--- src/rtl/dfb_spi_pkg.sv ---
// Shared constants, FSM state type and status packing for the DFB register / SPI master block.
// Optional auto chip-select is enabled by defining DFB_SPI_AUTOCS_EN.
package dfb_spi_pkg;

  localparam logic [3:0] OFF_ID   = 4'h0;
  localparam logic [3:0] OFF_DFB  = 4'h2;
  localparam logic [3:0] OFF_DATA = 4'h4;
  localparam logic [3:0] OFF_CTRL = 4'h6;

  localparam logic [7:0] CTRL_RESET    = 8'h03;
  localparam logic       SPI_IDLE_MOSI = 1'b1;

  typedef enum logic [1:0] {
    IDLE = 2'd0,
    LOAD = 2'd1,
    XFER = 2'd2,
    DONE = 2'd3
  } spi_state_t;

  // Status byte layout seen by the CPU at the control offset.
  function automatic logic [7:0] status_byte(input logic busy, input logic overrun,
                                             input logic [1:0] ctrl);
    return {busy, overrun, 4'b0000, ctrl};
  endfunction

endpackage

--- src/rtl/dfb_spi_regs_if.sv ---
// CPU-side register bus between the accelerator top-level decode and dfb_spi_regs.
interface dfb_spi_regs_if;

  logic       REG_SEL_n;
  logic       AS_n;
  logic       DS_n;
  logic       XRW;
  logic [3:0] ADDR;
  logic [7:0] DIN;
  logic [7:0] DOUT;
  logic       DOE;

  modport master (
    output REG_SEL_n, AS_n, DS_n, XRW, ADDR, DIN,
    input  DOUT, DOE
  );

  modport slave (
    input  REG_SEL_n, AS_n, DS_n, XRW, ADDR, DIN,
    output DOUT, DOE
  );

endinterface

--- src/rtl/dfb_spi_shifter.sv ---
// Mode-0 MSB-first SPI byte engine: bit tick generator, IDLE/LOAD/XFER/DONE FSM, tx/rx shifters.
// With DFB_SPI_AUTOCS_EN defined, also produces busy_cs to hold chip-select around each byte.
module dfb_spi_shifter
  import dfb_spi_pkg::*;
#(
  parameter int unsigned FAST_DIV = 2
) (
  input  logic       CLKOSC,
  input  logic       RST,
  input  logic       khz500,
  input  logic       start,
  input  logic       slow,
  input  logic [7:0] tx_in,
  input  logic       miso,
  output logic       busy,
  output logic [7:0] rx,
  output logic       sck,
  output logic       mosi
`ifdef DFB_SPI_AUTOCS_EN
  ,
  output logic       busy_cs
`endif
);

  localparam int unsigned DIV_W = (FAST_DIV > 1) ? $clog2(FAST_DIV) : 1;

  spi_state_t       state_q, state_d;
  logic [DIV_W-1:0] div_q;
  logic [3:0]       phase_q;
  logic [7:0]       tx_sh_q;
  logic [7:0]       rx_sh_q;
  logic             slow_q;
  logic [2:0]       khz_q;
  logic             div_wrap_c;
  logic             tick_c;
  logic             start_c;
  logic             load_c;
  logic             shift_c;
  logic             done_c;

  // KHZ500 two-flop synchroniser plus one extra stage for rising-edge detect.
  always_ff @(posedge CLKOSC or negedge RST) begin
    if (!RST) khz_q <= 3'b000;
    else      khz_q <= {khz_q[1:0], khz500};
  end

  assign div_wrap_c = (div_q == DIV_W'(FAST_DIV - 1));
  assign tick_c     = slow_q ? (khz_q[1] & ~khz_q[2]) : div_wrap_c;

  // Free-running fast divider, restarted so XFER begins on a fresh half-bit.
  always_ff @(posedge CLKOSC or negedge RST) begin
    if (!RST)                          div_q <= '0;
    else if (state_q == LOAD || div_wrap_c) div_q <= '0;
    else                               div_q <= div_q + DIV_W'(1);
  end

  always_ff @(posedge CLKOSC or negedge RST) begin
    if (!RST) state_q <= IDLE;
    else      state_q <= state_d;
  end

  always_comb begin
    state_d = state_q;
    unique case (state_q)
      IDLE:    if (start) state_d = LOAD;
      LOAD:    state_d = XFER;
      XFER:    if (tick_c && phase_q == 4'd15) state_d = DONE;
      DONE:    state_d = IDLE;
      default: state_d = IDLE;
    endcase
  end

  always_comb begin
    start_c = 1'b0;
    load_c  = 1'b0;
    shift_c = 1'b0;
    done_c  = 1'b0;
    unique case (state_q)
      IDLE:    start_c = start;
      LOAD:    load_c  = 1'b1;
      XFER:    shift_c = tick_c;
      DONE:    done_c  = 1'b1;
      default: ;
    endcase
  end

  // Even phases raise SCK and sample MISO; odd phases lower SCK and present the next bit.
  always_ff @(posedge CLKOSC or negedge RST) begin
    if (!RST) begin
      busy    <= 1'b0;
      slow_q  <= CTRL_RESET[1];
      tx_sh_q <= 8'hFF;
      rx_sh_q <= 8'hFF;
      rx      <= 8'hFF;
      sck     <= 1'b0;
      mosi    <= SPI_IDLE_MOSI;
      phase_q <= 4'd0;
    end else begin
      if (start_c) begin
        busy    <= 1'b1;
        slow_q  <= slow;
        tx_sh_q <= tx_in;
      end
      if (load_c) begin
        mosi    <= tx_sh_q[7];
        phase_q <= 4'd0;
      end
      if (shift_c) begin
        phase_q <= phase_q + 4'd1;
        if (!phase_q[0]) begin
          sck     <= 1'b1;
          rx_sh_q <= {rx_sh_q[6:0], miso};
        end else begin
          sck     <= 1'b0;
          mosi    <= tx_sh_q[6];
          tx_sh_q <= {tx_sh_q[6:0], 1'b1};
        end
      end
      if (done_c) begin
        rx   <= rx_sh_q;
        busy <= 1'b0;
        mosi <= SPI_IDLE_MOSI;
        sck  <= 1'b0;
      end
    end
  end

`ifdef DFB_SPI_AUTOCS_EN
  logic cs_pend_q;

  // Chip-select hold: on from LOAD, released on the first tick after DONE.
  always_ff @(posedge CLKOSC or negedge RST) begin
    if (!RST) begin
      busy_cs   <= 1'b0;
      cs_pend_q <= 1'b0;
    end else if (load_c) begin
      busy_cs   <= 1'b1;
      cs_pend_q <= 1'b0;
    end else if (done_c) begin
      cs_pend_q <= 1'b1;
    end else if (cs_pend_q && tick_c) begin
      busy_cs   <= 1'b0;
      cs_pend_q <= 1'b0;
    end
  end
`endif

endmodule

--- src/rtl/dfb_spi_regs.sv ---
// DFB config register, SPI control/status registers and CPU bus synchroniser at F1DFB0-F1DFBF.
// Define DFB_SPI_AUTOCS_EN to drive SPI_CS_n low automatically around each byte.
module dfb_spi_regs
  import dfb_spi_pkg::*;
#(
  parameter int unsigned FAST_DIV  = 2,
  parameter logic [7:0]  ID_VALUE  = 8'h01,
  parameter logic [7:0]  DFB_RESET = 8'hFD
) (
  input  logic                 CLKOSC,
  input  logic                 RST,
  dfb_spi_regs_if.slave        bus,
  input  logic                 KHZ500,
  output logic [7:0]           REG_DFB,
  output logic                 SPI_SCK,
  output logic                 SPI_MOSI,
  input  logic                 SPI_MISO,
  output logic                 SPI_CS_n
);

  logic       acc_n_c;
  logic [2:0] acc_q;
  logic       strobe_c;
  logic       wr_c;
  logic       rd_c;
  logic       start_c;
  logic [1:0] ctrl_q;
  logic       overrun_q;
  logic       spi_busy;
  logic [7:0] spi_rx;

  assign acc_n_c = bus.AS_n | bus.DS_n | bus.REG_SEL_n;

  // acc_q[1:0] is the synchroniser; acc_q[2] delays it once more for falling-edge detect.
  always_ff @(posedge CLKOSC or negedge RST) begin
    if (!RST) acc_q <= 3'b111;
    else      acc_q <= {acc_q[1:0], acc_n_c};
  end

  assign strobe_c = acc_q[2] & ~acc_q[1];
  assign wr_c     = strobe_c & ~bus.XRW;
  assign rd_c     = strobe_c &  bus.XRW;
  assign start_c  = wr_c & (bus.ADDR == OFF_DATA) & ~spi_busy;

  always_ff @(posedge CLKOSC or negedge RST) begin
    if (!RST) begin
      REG_DFB   <= DFB_RESET;
      ctrl_q    <= CTRL_RESET[1:0];
      overrun_q <= 1'b0;
    end else begin
      if (wr_c && bus.ADDR == OFF_DFB)  REG_DFB <= bus.DIN;
      if (wr_c && bus.ADDR == OFF_CTRL) ctrl_q  <= bus.DIN[1:0];
      // A data write while busy wins over a status-read clear in the same cycle.
      if (wr_c && bus.ADDR == OFF_DATA && spi_busy) overrun_q <= 1'b1;
      else if (rd_c && bus.ADDR == OFF_CTRL)        overrun_q <= 1'b0;
    end
  end

  // Read path is deliberately unsynchronised so data is valid as soon as DS falls.
  assign bus.DOE = ~acc_n_c & bus.XRW;

  always_comb begin
    bus.DOUT = 8'hFF;
    unique case (bus.ADDR)
      OFF_ID:   bus.DOUT = ID_VALUE;
      OFF_DFB:  bus.DOUT = REG_DFB;
      OFF_DATA: bus.DOUT = spi_rx;
      OFF_CTRL: bus.DOUT = status_byte(spi_busy, overrun_q, ctrl_q);
      default:  bus.DOUT = 8'hFF;
    endcase
  end

`ifdef DFB_SPI_AUTOCS_EN
  logic busy_cs;
`endif

  dfb_spi_shifter #(
    .FAST_DIV (FAST_DIV)
  ) u_shifter (
    .CLKOSC  (CLKOSC),
    .RST     (RST),
    .khz500  (KHZ500),
    .start   (start_c),
    .slow    (ctrl_q[1]),
    .tx_in   (bus.DIN),
    .miso    (SPI_MISO),
    .busy    (spi_busy),
    .rx      (spi_rx),
    .sck     (SPI_SCK),
    .mosi    (SPI_MOSI)
`ifdef DFB_SPI_AUTOCS_EN
    ,
    .busy_cs (busy_cs)
`endif
  );

`ifdef DFB_SPI_AUTOCS_EN
  assign SPI_CS_n = ctrl_q[0] & ~busy_cs;
`else
  assign SPI_CS_n = ctrl_q[0];
`endif

endmodule

--- src/flat_wrapper.sv ---
// flat-port wrapper written by rule: the top's interface ports become plain ports
module dfb_spi_regs_flat import dfb_spi_pkg::*;
#(
  parameter int unsigned FAST_DIV  = 2,
  parameter logic [7:0]  ID_VALUE  = 8'h01,
  parameter logic [7:0]  DFB_RESET = 8'hFD
)
  (CLKOSC, RST, KHZ500, REG_DFB, SPI_SCK, SPI_MOSI, SPI_MISO, SPI_CS_n, bus_REG_SEL_n, bus_AS_n, bus_DS_n, bus_XRW, bus_ADDR, bus_DIN, bus_DOUT, bus_DOE);
  dfb_spi_regs_if bus_i ();
  input  logic CLKOSC;
  input  logic RST;
  input  logic KHZ500;
  output logic [7:0] REG_DFB;
  output logic SPI_SCK;
  output logic SPI_MOSI;
  input  logic SPI_MISO;
  output logic SPI_CS_n;
  input wire logic [$bits(bus_i.REG_SEL_n)-1:0] bus_REG_SEL_n;
  input wire logic [$bits(bus_i.AS_n)-1:0] bus_AS_n;
  input wire logic [$bits(bus_i.DS_n)-1:0] bus_DS_n;
  input wire logic [$bits(bus_i.XRW)-1:0] bus_XRW;
  input wire logic [$bits(bus_i.ADDR)-1:0] bus_ADDR;
  input wire logic [$bits(bus_i.DIN)-1:0] bus_DIN;
  output wire logic [$bits(bus_i.DOUT)-1:0] bus_DOUT;
  output wire logic [$bits(bus_i.DOE)-1:0] bus_DOE;
  assign bus_i.REG_SEL_n = bus_REG_SEL_n;
  assign bus_i.AS_n = bus_AS_n;
  assign bus_i.DS_n = bus_DS_n;
  assign bus_i.XRW = bus_XRW;
  assign bus_i.ADDR = bus_ADDR;
  assign bus_i.DIN = bus_DIN;
  assign bus_DOUT = bus_i.DOUT;
  assign bus_DOE = bus_i.DOE;
  dfb_spi_regs #(.FAST_DIV(FAST_DIV), .ID_VALUE(ID_VALUE), .DFB_RESET(DFB_RESET)) u_core (.CLKOSC(CLKOSC), .RST(RST), .bus(bus_i), .KHZ500(KHZ500), .REG_DFB(REG_DFB), .SPI_SCK(SPI_SCK), .SPI_MOSI(SPI_MOSI), .SPI_MISO(SPI_MISO), .SPI_CS_n(SPI_CS_n));
endmodule
--- config.mk ---
export PLATFORM = sky130hd
export DESIGN_NAME = dfb_spi_regs_flat
export DESIGN_NICKNAME = d
export VERILOG_FILES = /design/src/rtl/dfb_spi_pkg.sv /design/src/rtl/dfb_spi_regs_if.sv /design/src/rtl/dfb_spi_shifter.sv /design/src/rtl/dfb_spi_regs.sv /design/src/flat_wrapper.sv
export SDC_FILE = /design/constraint.sdc
export NUM_CORES = 1
export LEC_CHECK = 0
export CAP_MARGIN = 5
export CORE_ASPECT_RATIO = 2
export CORE_MARGIN = 4
export CORE_UTILIZATION = 33
export DETAILED_ROUTE_END_ITERATION = 10
export PLACE_DENSITY = 0.58
export SYNTH_ARGS = -nofsm -noshare
export SYNTH_HDL_FRONTEND = slang
export SYNTH_SLANG_ARGS = --single-unit
--- constraint.sdc ---
create_clock -name CLKOSC -period 1.5 [get_ports CLKOSC]
set_input_delay 0.15 -clock CLKOSC [delete_from_list [all_inputs] [get_ports CLKOSC]]
set_output_delay 0.15 -clock CLKOSC [all_outputs]
set_load 0.01 [all_outputs]
After elaboration in Yosys (flattened, before gate mapping):

Index checks and enable logic that the tools add are counted.

* $add $sub $neg: 2
* multipliers: 0
* div/mod/pow operators: 0
* order comparisons: 0
* eq/ne operators: 9
* shift-type cells: 0
* mux-type cells: 26
* bitwise operators: 15
* reductions and logical operators: 15

Operators with widths (count)
* $pmux 8 s4: 1
* $mux 8: 3
* $mux 1: 17
* $eq 4x3->1 const B: 2
* $mux 4: 2
* $pmux 2 s4: 1
* $reduce_bool 2->1: 4
* $and 1x1->1: 7
* $logic_and 1x1->1: 6
* $not 1->1: 6
* $add 4x1->4 const B: 1
* $eq 2x2->1 const B: 2
* $eq 4x2->1 const B: 1
* $eq 4x4->1 const B: 1
* $logic_not 4->1: 1
* $mux 2: 2
* $ne 2x2->1 const B: 2
* $reduce_and 2->1: 2
* $eq 2x1->1 const B: 1
* $logic_not 2->1: 1
* $or 1x1->1: 2
* $add 1x1->1 const B: 1
* $logic_or 1x1->1: 1

* register bits: 52
* bits in latches: 0
* bits in writable memories: 0
* ROM bits: 0
* output and inout bits: 20
* word-level logic and storage cells: 82
* memories: 0

Logic depth before layout (Yosys ltp):

* word-level depth: 9
* gate-level depth with buffers: 6
* gate-level depth less buffers: 5

By module:

From an unflattened synthesis, not the netlist that was laid out.

* cells, all modules: 189
* area total of the unflattened synthesis: 2516.2 um^2

Modules (own cells, without submodules)
* dfb_spi_shifter: times used 1, cells each 126, area an instance 1760.4 um^2
* dfb_spi_regs: times used 1, cells each 63, area an instance 755.7 um^2

Worst setup path after synthesis:

No wires, ideal clock.

* kind: reg-to-reg
* from: register u_core.acc_q[2]
* to: register u_core.REG_DFB[1]
* setup time: 0.125 ns
* data arrival time: 1.517 ns
* data required time: 1.375 ns
* slack: -0.141 ns
* cell stages (with the launch flop): 6
* buffers on the path: 1
* cell sequence: dfstp_2 > nor4b_4 > and2_1 > and3b_1 > buf_4 > mux2_2

* longest elaborated chain between the ends: 3

Ends and longest elaborated chain
* from (decl): RTL line dfb_spi_regs.sv:22 `logic [2:0] acc_q;`
* from (signal assigned): RTL line dfb_spi_regs.sv:37 `else acc_q <= {acc_q[1:0], acc_n_c};`
* $and 1x1->1: RTL line dfb_spi_regs.sv:40 `assign strobe_c = acc_q[2] & ~acc_q[1];`
* $and 1x1->1: RTL line dfb_spi_regs.sv:41 `assign wr_c = strobe_c & ~bus.XRW;`
* $logic_and 1x1->1: RTL line dfb_spi_regs.sv:51 `if (wr_c && bus.ADDR == OFF_DFB) REG_DFB <= bus.DIN;`
* to (signal assigned): RTL line dfb_spi_regs.sv:51
* to (decl): RTL line dfb_spi_regs.sv:14 `output logic [7:0] REG_DFB,`

No other way between the ends.
A chain may end at the register's enable or synchronous reset.

Final worst setup path:

Ends and elaborated chain as after synthesis.

==> reports/summary.txt <==
Status: finished with violations
Failing checks: setup timing
Full die area: 0.008654 mm²
Met2 usage: 24.70%
R2r setup slk: -0.26 ns
Layout area overhead: 43.19%
Gr ovfl total: 0
Netlist cell types: 35
Largest net degree at the start of global routing: 53
Met3 usage: 2.463%
NumNets Final: 287
Reg2reg path depth: 5
H-tree depth: 2
Clock Latency Late Sink: 0.29 ns
Post-Synthesis Cells: 183
Hold path endpoint: u_core.u_shifter.khz_q[0]
Routed Antenna Nets: 0
Leakage: 1.528 nW
Worst hold start: KHZ500
1st-pass router iterations: 4
Final setup vio count: 21
Mapped cell area: 0.002361 mm²
Synthesis Warnings: 0
Worst path required time: 1.68 ns
Hold slack: 0.2935 ns
Vias per inst: 4.788
Root Driver: clkbuf_16
CTS Buf Count: 5
Max Freq: 567.1 MHz
Detailed-route via count: 1690
Net count after synthesis: 208
Most common cell after layout, fill and taps aside: dfstp_2
Chip Height: 127.6 µm
Final hold violations: 0
RePlAce Congestion: 0.7578
RSZ-0062 raised after global routing: true
Pwr dens: 1467 mW/mm²
Slew Viols, Final: 0
Worst reg2reg endpoint: u_core.REG_DFB[1]
Worst path max stage delay: 0.52 ns
Period utilisation layout: 117.6%
Critical path type: reg2reg
First-pass GRT wire length: 9.004 mm
GRT met1 Usage: 15.67%
CTS tree: done
Post-synthesis sequential area ratio: 57.13%
Total track usage: 14.03%
Clk sinks: 52
Most frequent cells in the layout: 38 x dfstp_2, 33 x buf_4, 16 x mux2_2, 16 x clkdlybuf4s50_1, 15 x dlygate4sd2_1
CP Max Fanout: 8
Worst EP arrival: 1.95 ns
Final core utilization: 48.71%
Gr busiest metal: met2
Proportion of netlist area held by the largest area contributor: 42.29%
Slew headroom: 78.09%
Layout cells sized above 1: 49.43%
CP cell instances: nor4b_4 > and2_4 > and3b_2 > buf_12 > mux2_4
CP Capture Type: flop
Hold depth: 1
Longest Clk Path Bufs: 2
Yosys reg bits: 52
# diodes: 0
Initial DRC Count: 48
Final WS setup: -0.2633 ns
Rows: 43
Starting density of the core: 34.02%
Dpl hpwl: 3.971 mm
Slowest-stage cell, CP: dfstp_2
Core Area: 0.006940 mm²
Via count of the first global-routing pass: 1874
Drt total wl: 5.462 mm
Slew of the pin with the lowest slew margin: 0.3272 ns
Io pins: 40
Drt wl/cell: 15.47 µm
Count of input and output buffers: 39
Worst setup SP type: flop
Main area contributors after synthesis: dfstp_2 42%, dfrtp_1 15%, mux2_2 13%
Area leader, netlist: dfstp_2
Peak VDD IR: 0.8206 mV
Clock skew: 0.006100 ns
Post-Syn Area per Cell: 12.90 µm²
DRC viols: 0
Worst-path clk slew: 0.07 ns
Max cap viols: 0
R2r startpoint: u_core.acc_q[2]
Min Tclk post-route: 1.763 ns
Hold Path Class: in2reg
Antenna violations before repair: 0
Die X: 67.81 µm
[synthesized netlist by cell type]
master / n
a211o_1: 1
a21o_1: 1
a21oi_1: 12
a221o_1: 5
a22oi_1: 1
a31oi_1: 3
and2_1: 2
and3b_1: 2
buf_1: 1
buf_2: 3
buf_4: 1
clkbuf_1: 2
dfrtp_1: 14
dfstp_2: 38
ha_1: 5
inv_1: 7
mux2_2: 27
mux2_4: 1
mux2i_1: 13
nand2_1: 2
nand3_1: 5
nand3b_1: 2
nand4_1: 1
nor2_1: 13
nor2b_1: 3
nor3b_1: 4
nor4b_4: 1
o211a_1: 1
o211ai_1: 1
o21ai_0: 5
o21ai_1: 1
o21bai_1: 1
or2_2: 2
or3_1: 1
xor2_1: 1
[sequential cells by signal, indices dropped and copies added, names as in the netlist, 2 cells and up]
signal	count
u_core.REG_DFB	8
u_core.u_shifter.rx	8
u_core.u_shifter.rx_sh_q	8
u_core.u_shifter.tx_sh_q	8
u_core.u_shifter.phase_q	4
u_core.acc_q	3
u_core.u_shifter.khz_q	3
u_core.ctrl_q	2
u_core.u_shifter.state_q	2
[metal layers]
metal  vias up  part of all wire [%]
li1        813                     -
met1       826                    41
met2        40                    52
met3        11                   3.9
met4         0                   2.6
met5         -                     0
[what timing repair did]
action / CTS / global route
buffers inserted: 2 / 3
setup endpoints to repair: 47 / 35
pin swaps: 6 / 4
gates resized for setup: 53 / 9
endpoints found under the hold margin: 14 / 0
hold buffers: 1 / 0
[where the power goes]
group,switching (mW),total [mW],internal [mW]
registers,0.220,2.16,1.94
logic,0.619,1.58,0.964
clock network,0.497,1.22,0.722
total,1.34,4.96,3.62
[final cells by class]
| cell class | instances | area (µm²) |
|---|---|---|
| clock buffers | 8 | 157.7 |
| inverters | 7 | 26.28 |
| well taps | 90 | 112.6 |
| fillers | 636 | 3560 |
| repair buffers | 79 | 715.7 |
| flip-flops and latches | 52 | 1349 |
| multi-input cells | 117 | 1020 |
[cell families (layout without fill, tap and decap cells)]
kind of cell / Yosys count / in the layout / share of synthesized area (%)
AO/OA/AOI/OAI: 32 / 32 / 8.797
buffers and inverters: 14 / 94 / 2.544
multiplexers: 41 / 41 / 19.02
adder cells (fa/ha/maj): 5 / 5 / 2.650
flip-flops: 52 / 52 / 57.13
XOR/XNOR: 1 / 1 / 0.3710
AND/OR/NAND/NOR: 38 / 38 / 9.486
[critical path, delay by kind of cell, from the launching register on]
family,cells,cell delay [ns]
and+or+nand+nor,3,0.70
buffers and inverters,1,0.13
DFF,1,0.52
muxes,1,0.29
[worst max path at each step]
stage	from	end	slack, ns	cells after the start
after CTS	u_core.acc_q[2]	u_core.REG_DFB[1]	-0.26	5
after global routing	u_core.acc_q[2]	u_core.REG_DFB[6]	-0.32	5
after detailed placement	bus_ADDR[2]	u_core.u_shifter.state_q[1]	-0.61	6
after floorplan	u_core.acc_q[2]	u_core.REG_DFB[1]	-0.12	5
after global placement	bus_ADDR[2]	u_core.u_shifter.state_q[1]	-0.60	6
final	u_core.acc_q[2]	u_core.REG_DFB[1]	-0.26	5
[through the flow]
stage / cell area, µm² / power [mW] / worst slack [ns] / instances / setup TNS, ns
4_1_cts: 3329 / 4.952 / -0.2628 / 350 / -3.735
6_report: 3381 / 4.960 / -0.2633 / 353 / -3.621
3_5_place_dp: 3137 / 3.612 / -0.6077 / 339 / -14.58
5_1_grt: 3381 / 5.230 / -0.3191 / 353 / -5.281
3_3_place_gp: 3137 / 3.584 / -0.5956 / 339 / -14.41
2_1_floorplan: 2371 / 2.938 / -0.1185 / 183 / -0.9671
Note: power is estimated with default switching activity, not from simulation.
